`src/rtl/ai_move_gen.sv`:
```
// Tic-tac-toe move picker: win, then block, then preferred empty cell, one check per cycle.
// Move appears 1..25 cycles after start and is held until move_ready; start is ignored while busy.
module ai_move_gen #(
    parameter logic [1:0] AI_MARK = 2'b01
) (
    input  logic        clk,
    input  logic        reset,
    input  logic        start,
    input  logic [17:0] registers,
    input  logic        move_ready,
    output logic        move_valid,
    output logic [1:0]  xoro,
    output logic [1:0]  row,
    output logic [1:0]  col,
    output logic        busy,
    output logic        nomove
);

    localparam logic [1:0] OPP_MARK = {AI_MARK[0], AI_MARK[1]};

    typedef enum logic [2:0] {
        S_IDLE,
        S_WIN,
        S_BLOCK,
        S_PREF,
        S_PRESENT,
        S_FULL
    } state_t;

    state_t      state_q;
    logic [17:0] snap_q;
    logic [3:0]  idx_q;
    logic        move_valid_q;
    logic [1:0]  xoro_q;
    logic [1:0]  row_q;
    logic [1:0]  col_q;
    logic        busy_q;
    logic        nomove_q;

    logic [3:0]  cell_a, cell_b, cell_c;
    logic [1:0]  code_a, code_b, code_c;
    logic [1:0]  scan_mark;
    logic        line_hit;
    logic [3:0]  line_tgt;
    logic [3:0]  pref_cell;
    logic        pref_hit;

    function automatic logic [1:0] cell_code(input logic [17:0] b, input logic [3:0] k);
        return b[{k, 1'b0} +: 2];
    endfunction

    function automatic logic [3:0] cell_to_rc(input logic [3:0] k);
        case (k)
            4'd0:    return {2'd0, 2'd0};
            4'd1:    return {2'd0, 2'd1};
            4'd2:    return {2'd0, 2'd2};
            4'd3:    return {2'd1, 2'd0};
            4'd4:    return {2'd1, 2'd1};
            4'd5:    return {2'd1, 2'd2};
            4'd6:    return {2'd2, 2'd0};
            4'd7:    return {2'd2, 2'd1};
            4'd8:    return {2'd2, 2'd2};
            default: return {2'd0, 2'd0};
        endcase
    endfunction

    // Lines L0..L7: rows, columns, main diagonal, anti-diagonal.
    always_comb begin
        cell_a = 4'd0;
        cell_b = 4'd1;
        cell_c = 4'd2;
        case (idx_q[2:0])
            3'd0: begin cell_a = 4'd0; cell_b = 4'd1; cell_c = 4'd2; end
            3'd1: begin cell_a = 4'd3; cell_b = 4'd4; cell_c = 4'd5; end
            3'd2: begin cell_a = 4'd6; cell_b = 4'd7; cell_c = 4'd8; end
            3'd3: begin cell_a = 4'd0; cell_b = 4'd3; cell_c = 4'd6; end
            3'd4: begin cell_a = 4'd1; cell_b = 4'd4; cell_c = 4'd7; end
            3'd5: begin cell_a = 4'd2; cell_b = 4'd5; cell_c = 4'd8; end
            3'd6: begin cell_a = 4'd0; cell_b = 4'd4; cell_c = 4'd8; end
            default: begin cell_a = 4'd2; cell_b = 4'd4; cell_c = 4'd6; end
        endcase
    end

    // Exact code compares keep 11 from ever counting as either mark.
    always_comb begin
        scan_mark = (state_q == S_BLOCK) ? OPP_MARK : AI_MARK;
        code_a    = cell_code(snap_q, cell_a);
        code_b    = cell_code(snap_q, cell_b);
        code_c    = cell_code(snap_q, cell_c);
        line_hit  = 1'b0;
        line_tgt  = cell_a;
        if (code_a == scan_mark && code_b == scan_mark && code_c == 2'b00) begin
            line_hit = 1'b1;
            line_tgt = cell_c;
        end else if (code_a == scan_mark && code_c == scan_mark && code_b == 2'b00) begin
            line_hit = 1'b1;
            line_tgt = cell_b;
        end else if (code_b == scan_mark && code_c == scan_mark && code_a == 2'b00) begin
            line_hit = 1'b1;
            line_tgt = cell_a;
        end
    end

    // Preference order: centre, corners, edges.
    always_comb begin
        pref_cell = 4'd0;
        case (idx_q)
            4'd0:    pref_cell = 4'd4;
            4'd1:    pref_cell = 4'd0;
            4'd2:    pref_cell = 4'd2;
            4'd3:    pref_cell = 4'd6;
            4'd4:    pref_cell = 4'd8;
            4'd5:    pref_cell = 4'd1;
            4'd6:    pref_cell = 4'd3;
            4'd7:    pref_cell = 4'd5;
            4'd8:    pref_cell = 4'd7;
            default: pref_cell = 4'd0;
        endcase
        pref_hit = (idx_q <= 4'd8) && (cell_code(snap_q, pref_cell) == 2'b00);
    end

    always_ff @(posedge clk or negedge reset) begin
        if (!reset) begin
            state_q      <= S_IDLE;
            snap_q       <= '0;
            idx_q        <= '0;
            move_valid_q <= 1'b0;
            xoro_q       <= 2'b00;
            row_q        <= 2'b00;
            col_q        <= 2'b00;
            busy_q       <= 1'b0;
            nomove_q     <= 1'b0;
        end else begin
            case (state_q)
                S_IDLE: begin
                    if (start) begin
                        snap_q  <= registers;
                        idx_q   <= 4'd0;
                        busy_q  <= 1'b1;
                        state_q <= S_WIN;
                    end
                end
                S_WIN, S_BLOCK: begin
                    if (line_hit) begin
                        {row_q, col_q} <= cell_to_rc(line_tgt);
                        move_valid_q   <= 1'b1;
                        xoro_q         <= AI_MARK;
                        state_q        <= S_PRESENT;
                    end else if (idx_q == 4'd7) begin
                        idx_q   <= 4'd0;
                        state_q <= (state_q == S_WIN) ? S_BLOCK : S_PREF;
                    end else begin
                        idx_q <= idx_q + 4'd1;
                    end
                end
                S_PREF: begin
                    // Index 9 is the cycle that concludes every cell was occupied.
                    if (pref_hit) begin
                        {row_q, col_q} <= cell_to_rc(pref_cell);
                        move_valid_q   <= 1'b1;
                        xoro_q         <= AI_MARK;
                        state_q        <= S_PRESENT;
                    end else if (idx_q >= 4'd9) begin
                        nomove_q <= 1'b1;
                        state_q  <= S_FULL;
                    end else begin
                        idx_q <= idx_q + 4'd1;
                    end
                end
                S_PRESENT: begin
                    if (move_ready) begin
                        move_valid_q <= 1'b0;
                        xoro_q       <= 2'b00;
                        busy_q       <= 1'b0;
                        state_q      <= S_IDLE;
                    end
                end
                S_FULL: begin
                    nomove_q <= 1'b0;
                    busy_q   <= 1'b0;
                    state_q  <= S_IDLE;
                end
                default: begin
                    move_valid_q <= 1'b0;
                    xoro_q       <= 2'b00;
                    busy_q       <= 1'b0;
                    nomove_q     <= 1'b0;
                    state_q      <= S_IDLE;
                end
            endcase
        end
    end

    assign move_valid = move_valid_q;
    assign xoro       = xoro_q;
    assign row        = row_q;
    assign col        = col_q;
    assign busy       = busy_q;
    assign nomove     = nomove_q;

endmodule

```
`config.mk`:
```
export PLATFORM = sky130hd
export DESIGN_NAME = ai_move_gen
export DESIGN_NICKNAME = d
export VERILOG_FILES = /design/src/rtl/ai_move_gen.sv
export SDC_FILE = /design/constraint.sdc
export NUM_CORES = 1
export LEC_CHECK = 0
export BUFFER_PORTS_ARGS = -buffer_cell sky130_fd_sc_hd__buf_2
export CAP_MARGIN = 20
export CORE_MARGIN = 3
export CORE_UTILIZATION = 40
export CTS_CLUSTER_DIAMETER = 80
export DETAILED_ROUTE_END_ITERATION = 6
export PLACE_DENSITY = 0.57
export SLEW_MARGIN = 20
export SYNTH_ARGS = -nofsm -noshare
export SYNTH_HDL_FRONTEND = slang
export SYNTH_SLANG_ARGS = --single-unit
```
`constraint.sdc`:
```
create_clock -name clk -period 4.7 [get_ports clk]
set_clock_uncertainty 0.05 [all_clocks]
set_input_delay 0.235 -clock clk [delete_from_list [all_inputs] [get_ports clk]]
set_output_delay 0.235 -clock clk [all_outputs]
set_load 0.005 [all_outputs]
```
; ---- After elaboration in Yosys (flattened, before gate mapping)
; Memories as Yosys holds them, arrays and structs flattened.
; Index checks and enable logic that the tools add are counted.
; W data, S select, Z words.
[op_classes]
n_addsub = 1
magnitude_cmp = 2
eq_ne = 25
shifts = 4
muxes = 42
n_bitwise = 3
reduce_logical = 28
[ops]
columns = cell, count
row1 = $shiftx A18 B6 Y2, 4
row2 = $pmux W3 S4, 3
row3 = $mux W4, 7
row4 = $mux W3, 6
row5 = $mux W2, 8
row6 = $ne A2 B2 Y1 const B, 8
row7 = $pmux W4 S4, 1
row8 = $eq A3 B3 Y1 const B, 5
row9 = $eq A3 B2 Y1 const B, 4
row10 = $pmux W4 S3, 1
row11 = $mux W1, 10
row12 = $reduce_and A3 Y1, 3
row13 = $reduce_or A3 Y1, 3
row14 = $logic_not A2 Y1, 4
row15 = $pmux W2 S2, 2
row16 = $pmux W2 S4, 1
row17 = $reduce_and A4 Y1, 2
row18 = $logic_and A1 B1 Y1, 7
row19 = $eq A2 B2 Y1, 3
row20 = $eq A3 B1 Y1 const B, 2
row21 = $logic_not A3 Y1, 2
row22 = $ne A3 B3 Y1 const B, 2
row23 = $reduce_and A5 Y1, 1
row24 = $add A4 B1 Y4 const B, 1
row25 = 12 further kinds, 15
[word_totals]
regBits = 34
rom_bits = 192
in_bits = 22
out_inout_bits = 9
wordCells = 117
mem_count = 3
[memory_table]
columns = name, words, word_bits, rd, rd_ports_with_merged_regs, wr, line_no
row1 = (name not given), 16, 4, 1, 0, 0, 53  ; case (k)
row2 = (name not given), 16, 4, 1, 0, 0, 53
row3 = (name not given), 16, 4, 1, 0, 0, 107  ; case (idx_q)

; ---- Logic depth before layout (Yosys ltp)
; Gate-level depths: netlist of run 1.
[depth]
word_depth = 12
mapped_depth = 19
ltp_nobuf = 15

; ---- Least setup slack after synthesis of run 1
; Ideal clock, no wire load.
[synth_timing]
kind = register to register
from = register idx_q[2]
to = register col_q[1] (netlist: col[1])
setup_ps = 134
arrival_time_ps = 3951
required_ps = 4516
slack_ps = 565
path_stages_with_launch = 19
path_cell_list = dfrtp_1 > buf_6 > buf_2 > buf_1 > inv_1 > ha_1 > buf_2 > or3_1 > and2_1 > a22oi_2 > and4_1 > a22oi_2 > or2_4 > a311oi_2 > inv_2 > ha_1 > mux2_2 > a221oi_2 > a221oi_2
[synth_via]
elab_chain_len = 12
word_cells_on_any_way = 45
cone_classes = order compare (1) / eq/ne (11) / shift (4) / mux (11) / reduce/logical (15) / memory (3)
[synth_lines]
columns = item, line_no
row1 = "start, declared", 32  ; logic [3:0] idx_q;
row2 = "start signal, assigned", 153  ; idx_q <= idx_q + 4'd1;
row3 = "start signal, assigned", 167  ; idx_q <= idx_q + 4'd1;
row4 = "$eq A3 B3 Y1, or another cell as far along", 72  ; case (idx_q[2:0])
row5 = $reduce_or A3 Y1 (no source line), -
row6 = $pmux W3 S4 / $pmux W4 S4 (equally long branches), 72
row7 = $shiftx A18 B6 Y2, 49  ; return b[{k, 1'b0} +: 2];
row8 = $eq A2 B2 Y1 (on tied branches), "92, 95, 98"
row9 = $logic_and A1 B1 Y1 (on tied branches) (2 in series), "95, 98"
row10 = $mux W4 / $mux W1 (equally long branches), "95, 98"
row11 = $mux W4 / $mux W1 (equally long branches), "92, 95"
row12 = $mem_v2 Z16 W4 / $mux W1 (equally long branches), -
row13 = $mux W2 / $ne A2 B2 Y1 (equally long branches), -
row14 = $pmux W2 S2 / $reduce_and A3 Y1 (equally long branches), -
row15 = "end signal, assigned", 145  ; {row_q, col_q} <= cell_to_rc(line_tgt);
row16 = "end signal, assigned", 159  ; {row_q, col_q} <= cell_to_rc(pref_cell);
row17 = "end, declared", 36  ; logic [1:0] col_q;
; Parallel ways exist; a longest one is shown, timed or not. The select of a mux whose other input is x is not followed.
; A chain may end at the register's enable or synchronous reset.

; ---- Worst setup path in the final report of run 1
[layout_timing]
from = register idx_q[1]
to = register col_q[1] (netlist: col[1])
; Same word-level chain as after synthesis.

==> out/summary.txt, run 1 <==
Run status -> finished clean
Max Cap Viol -> 0
Syn_area_per_cell -> 9.27 um^2
Biggest area consumer among synthesized cells -> dfrtp_1
Antenna violations before repair -> 0
Hold Path Origin -> registers[8]
Final WL -> 7.81 mm
Seq/Total Area, Yosys -> 26.8%
Required @ worst endpoint -> 4.83 ns
Mapped Nets -> 358
#FFs+latches synth -> 32
Worst hold slack -> 0.0975 ns
CP arrival -> 4.32 ns
CP Capture Type -> flip-flop
VDD IR max -> 277 uV
DIE AREA -> 0.00853 mm^2
Fmax -> 0.238 GHz
Clock root buffer -> clkbuf_8
Ant. Diodes -> 0
Worst-path clk slew -> 0.08 ns
Async SR Flop Fraction -> 100%
Commonest cells in the netlist -> dfrtp_1, nor2_1, mux2_2, nand2_1, mux2i_1
Setup TNS -> 0 ns
Slew Limit Headroom -> 49.5%
Synth warn -> 0
R2r startpoint -> idx_q[1]
Chip height -> 92.4 um
Vias in the first global route -> 2660
Critical path class -> flip-flop to flip-flop
Vias per inst -> 5.89
Hold endpoint -> snap_q[8]
Minimum clock period -> 4.19 ns
Worst-Skew Late Latency -> 0.29 ns
Dpl hpwl -> 6.07 mm
Most used flip-flop cell after synthesis -> dfrtp_1
Slew Limit Fails -> 0
Post-synth top area share -> 26.8%
Number of nets in the layout -> 381
Count leader, synth -> dfrtp_1
Worst R2R Setup Slack -> 0.51 ns
CP Launch Type -> flip-flop
Clock share of power -> 8.6%
RSZ-0062 raised after global routing -> false
Length of the first detailed-routing pass in iterations -> 5
Total GRT Usage -> 19.2%
Slew @ Worst Pin -> 0.757 ns
Leakage -> 1.34 nW
Vias post-DR -> 2602
Ports -> 31
Post-route DRC -> 0
Starting Density -> 42.5%
Post-route ant nets -> 0
Max Fanout on Critical Path -> 10
Port Buffers -> 29
P&R area growth vs syn -> 10.7%
Total CTS buffers -> 5
Syn Inst Count -> 322
FF-to-FF path depth -> 14
H-Tree Level Count -> 2
Site Rows -> 30
GR Overflow Total -> 0
Resized Gates After CTS -> 0
First-pass GRT wire length -> 13.2 mm
Switching Fraction -> 50.3%
Final Hold Violating Endpoints -> 0
Post-synth EDFFs -> 0
Clock tree buffer depth -> 2
Fin crit share -> 89.2%
Die W -> 92.4 um
Routability Congestion -> 0.926
Worst hold path depth -> 3
RR Endpoint -> col[1]
Wire length per cell -> 17.7 um
Setup Fix Bufs, Post-CTS -> 0
Gate power share -> 69.5%
Initial DRC count -> 167
Final setup viols -> 0
Worst Hold Class -> input port to flip-flop
Sequential Power Share -> 21.8%
Largest cells by area after synthesis -> dfrtp_1, mux2_2, ha_1
Share of post-route cells with drive strength above 1 -> 28.0%
P per Cell Area -> 801 mW/mm^2
Synth unique cells -> 77
CTS tree -> done
Switching Power -> 0.00133 W
Clock Sink Count -> 32
Pin count of the biggest net entering global routing -> 33
Synthesized cell area -> 0.00298 mm^2
Core footprint -> 0.00702 mm^2
Internal -> 0.00132 W
==> worst max-delay path by stage <==
stage / start / end / slack (ns) / cells past startpoint
3_3_place_gp: idx_q[1] / col[1] / 0.71 / 14
2_1_floorplan: idx_q[2] / col[1] / 0.56 / 18
3_5_place_dp: idx_q[1] / col[1] / 0.55 / 14
5_1_grt: idx_q[1] / col[1] / 0.18 / 14
4_1_cts: idx_q[1] / col[1] / 0.51 / 14
6_report: idx_q[1] / col[1] / 0.51 / 14
==> per-layer routing <==
layer | vias to the layer above | wire length (um) | GRT usage, %
li1 | 1253 | - | -
met1 | 1248 | 3640 | 26.4
met2 | 77 | 3540 | 28.9
met3 | 24 | 400 | 3.57
met4 | 0 | 233 | 9.03
met5 | - | 0 | 0
==> metrics by stage <==
| stage | area (um^2) | cells | utilization (%) | power (W) | worst slack [ns] |
|---|---|---|---|---|---|
| floorplan | 2980 | 322 | - | 0.00200 | 0.565 |
| global placement | 3200 | 433 | 45.6 | 0.00239 | 0.709 |
| detailed placement | 3200 | 433 | 45.6 | 0.00240 | 0.548 |
| CTS | 3300 | 442 | 47.1 | 0.00264 | 0.508 |
| global route | 3300 | 442 | 47.1 | 0.00287 | 0.180 |
| finish | 3300 | 442 | 47.1 | 0.00265 | 0.506 |
==> critical path, stage by stage, from the launching register on <==
cell and delay (ns):
dfrtp_1 0.43, inv_1 0.12, ha_1 0.37, mux2i_4 0.40
mux2i_1 0.33, a32oi_2 0.19, a211oi_1 0.37, a22oi_2 0.16
or2_4 0.28, a311oi_2 0.44, inv_2 0.09, ha_1 0.22
mux2_2 0.27, a221oi_2 0.26, a221oi_2 0.08
==> power groups by stage <==
stage / clock network (W) / registers (W) / logic, W
final: 0.000228 / 0.000578 / 0.00184
after global routing: 0.000245 / 0.000594 / 0.00203
after CTS: 0.000237 / 0.000573 / 0.00183
after detailed placement: 0 / 0.000578 / 0.00182
after global placement: 0 / 0.000579 / 0.00181
after floorplan: 0 / 0.000496 / 0.00150
==> timing repair <==
action | in CTS | in global routing
endpoints found under the hold margin | 32 | 0
endpoints found under the setup margin | 0 | 0
hold buffers | 1 | 0
==> layout by cell type (no fill, tap or decap), types with 4 or more instances in the layout <==
cell	instances
nor2b_1	6
a31oi_1	5
mux2i_1	16
o211ai_1	7
a211oi_1	8
nor2_1	21
nand2b_1	4
mux2_2	20
buf_4	6
clkbuf_8	5
inv_1	15
dfrtp_1	32
a22oi_1	4
nor3_1	6
nand3_1	9
a21oi_1	12
and2_1	5
ha_1	14
o21ai_0	12
buf_2	29
nand2_1	19
==> kinds of logic after synthesis <==
kind of cell / after synthesis / share of synthesized area [%]
other: 1 / 0.126
xor gates and xnor gates: 2 / 0.587
and+or+nand+nor: 97 / 17.7
AOI/OAI and AO/OA: 98 / 27.8
muxes: 40 / 15.4
buffers and inverters: 38 / 5.58
adders and majority gates: 14 / 5.87
DFF: 32 / 26.8
==> layout make-up <==
class / instances / area (um^2)
Clock buffer: 5 / 68.8
Clock inverter: 3 / 23.8
Fill cell: 693 / 3720
Inverter: 18 / 67.6
Multi-Input combinational cell: 252 / 2020
Sequential cell: 32 / 801
Tap cell: 96 / 120
Timing Repair Buffer: 36 / 200
==> state kept, by name, summed over array words and instances, names as in the netlist <==
register,count
state_q,3
nomove,1
row,2
snap_q,18
busy,1
idx_q,4
col,2
xoro,1
Note: power is estimated with default switching activity, not from simulation.
==> run 2: changes to the inputs <==
--- a/config.mk
+++ b/config.mk
@@ -12,6 +12,7 @@
 export CTS_CLUSTER_DIAMETER = 80
 export DETAILED_ROUTE_END_ITERATION = 6
 export PLACE_DENSITY = 0.57
+export REMOVE_ABC_BUFFERS = 1
 export SLEW_MARGIN = 20
 export SYNTH_ARGS = -nofsm -noshare
 export SYNTH_HDL_FRONTEND = slang
==> run 2 against run 1 <==
Highest routed layer unchanged. Non-clock buffer count shrank 1. Setup slack worse by 0.047 ns. Critical path depth is the same. Maximum frequency decreased by 1.1%. Largest cell class unchanged.
==> out/summary.txt, run 2 (synthesis gave the netlist of run 1 again) <==
Run status -> finished clean
Required @ worst endpoint -> 4.82 ns (about the same)
Slew @ Worst Pin -> 0.756 ns (-0.00128 ns)
Cell Area, Placed -> 0.00319 mm^2 (-0.23%)
Number of nets in the layout -> 380 (-0.26%)
RSZ-0062 raised after global routing -> false
Port Buffers -> 29 (unchanged)
Clock Sink Count -> 32 (unchanged)
Clock root buffer -> clkbuf_8
Most common cell after layout, fill and taps aside -> dfrtp_1
CP Capture Type -> flip-flop
Wire length per cell -> 17.6 um (-0.57%)
CTS tree -> done
Routability Congestion -> 0.965 (+4.2%)
Gate power share -> 69.2% (-0.3 points)
Share of post-route cells with drive strength above 1 -> 27.5% (-0.50 points)
DR WL met3 -> 347 um (-13%)
Worst-path clk slew -> 0.08 ns (about the same)
H-Tree Level Count -> 2 (unchanged)
Initial DRC count -> 268 (+60%)
Biggest register -> snap_q
Site Rows -> 30 (unchanged)
Fmax -> 0.236 GHz (-1.1%)
Minimum clock period -> 4.24 ns (+0.0469 ns)
Leakage -> 1.34 nW (about the same)
P per Cell Area -> 803 mW/mm^2 (+0.27%)
DIE AREA -> 0.00853 mm^2 (unchanged)
Switching Fraction -> 49.9% (-0.35 points)
Worst-Skew Late Latency -> 0.30 ns (about the same)
Post-route DRC -> 0 (unchanged)
Starting Density -> 42.5% (unchanged)
Critical path class -> flip-flop to flip-flop
Ports -> 31 (unchanged)
Final Hold Violating Endpoints -> 0 (unchanged)
Clock tree buffer depth -> 2 (unchanged)
Largest register FFs -> 18 (unchanged)
P&R area growth vs syn -> 10.5%
Pin count of the biggest net entering global routing -> 33 (unchanged)
Chip height -> 92.4 um (unchanged)
Max Fanout on Critical Path -> 10 (unchanged)
Antenna violations before repair -> 0 (unchanged)
Fin crit share -> 90.2% (+1.0 points)
VDD IR max -> 312 uV (+13%)
Routed metal-1 wirelength -> 3.63 mm (-0.11%)
Switching Power -> 0.00132 W (-0.61%)
Dpl hpwl -> 5.98 mm (-1.5%)
Slew Limit Fails -> 0 (unchanged)
CP arrival -> 4.36 ns (+0.04 ns)
Slew Limit Headroom -> 49.6% (+0.086 points)
Biggest regs -> snap_q x18, idx_q x4, state_q x3
Top Layer Used -> met4
Total GRT Usage -> 19.3% (+0.071 points)
Most frequent cells in the layout -> dfrtp_1, buf_2, nor2_1
Max Cap Viol -> 0 (unchanged)
Sequential Power Share -> 22.0% (+0.2 points)
First-pass GRT wire length -> 13.2 mm (+0.20%)
GR Overflow Total -> 0 (unchanged)
Ant. Diodes -> 0 (unchanged)
Internal -> 0.00133 W (+0.78%)
Vias post-DR -> 2610 (+0.31%)
Core footprint -> 0.00702 mm^2 (unchanged)
Total CTS buffers -> 5 (unchanged)
Setup Fix Bufs, Post-CTS -> 0 (unchanged)
Die W -> 92.4 um (unchanged)
CP Launch Type -> flip-flop
Met2 Wirelength -> 3.62 mm (+2.3%)
Final WL -> 7.74 mm (-0.79%)
Clock share of power -> 8.8% (+0.2 points)
Post-route ant nets -> 0 (unchanged)
Vias per inst -> 5.92 (+0.53%)
Vias in the first global route -> 2604 (-2.1%)
Setup TNS -> 0 ns (unchanged)
Length of the first detailed-routing pass in iterations -> 5 (unchanged)
Final setup viols -> 0 (unchanged)
Worst Hold Class -> input port to flip-flop
Post-route cell area -> 0.00330 mm^2 (-0.19%)
-- run 2: worst max-delay path: stages (launching register included) --
cell,delay [ns]
dfrtp_1,0.43
inv_1,0.12
ha_1,0.37
mux2i_4,0.40
mux2i_1,0.37
a32oi_2,0.20
a211oi_1,0.36
a22oi_2,0.16
or2_4,0.28
a311oi_2,0.42
inv_2,0.10
ha_1,0.22
mux2_2,0.28
a221oi_2,0.27
a221oi_2,0.09
-- run 2: metal layers --
layer / track usage, % / up-vias
li1: - / 1255
met4: 5.82 / 0
met2: 30.3 / 72
met3: 2.92 / 15
met5: 0 / -
met1: 27.2 / 1268
-- run 2: cell type report --
type | count | area [um^2]
inverters | 18 | 67.6
clock buffers | 7 | 86.3
multi-input cells | 252 | 2020
well taps | 96 | 120
fillers | 710 | 3720
repair buffers | 35 | 193
flip-flops and latches | 32 | 801
clock inverters | 1 | 7.51
-- run 2: metrics by stage --
stage / util (%) / setup slack [ns] / hold WS [ns] / power [W] / instances
3_5_place_dp: 45.5 / 0.526 / 0.312 / 0.00240 / 432
5_1_grt: 47.0 / 0.157 / 0.116 / 0.00289 / 441
2_1_floorplan: - / 0.720 / -0.111 / 0.00196 / 302
4_1_cts: 47.0 / 0.488 / 0.119 / 0.00264 / 441
6_report: 47.0 / 0.459 / 0.116 / 0.00265 / 441
3_3_place_gp: 45.5 / 0.658 / 0.297 / 0.00239 / 432
-- run 2: power groups by stage --
stage	Combinational (W)	Clock, W	Sequential (W)
2_1_floorplan	0.00142	0	0.000540
3_5_place_dp	0.00181	0	0.000582
6_report	0.00183	0.000234	0.000582
4_1_cts	0.00182	0.000237	0.000576
5_1_grt	0.00204	0.000248	0.000603
3_3_place_gp	0.00181	0	0.000580
-- run 2: timing repair --
action | 4_1_cts | 5_1_grt
setup endpoints to repair | 0 | 0
hold endpoints to repair | 9 | 0
hold buffers | 1 | 0
gates resized for setup | 0 | 0
-- run 2: final timing paths --
kind / startpoint / endpoint / slack (ns) / cells past startpoint
setup reg to reg: idx_q[1] / col[1] / 0.46 / 14
hold reg to reg: row[1] / row[1] / 0.44 / 1
min in group asynchronous: reset / snap_q[0] / 0.49 / 2
hold / removal: registers[8] / snap_q[8] / 0.12 / 3
max in group asynchronous: reset / row[1] / 3.63 / 2
setup / recovery: idx_q[1] / col[1] / 0.46 / 14
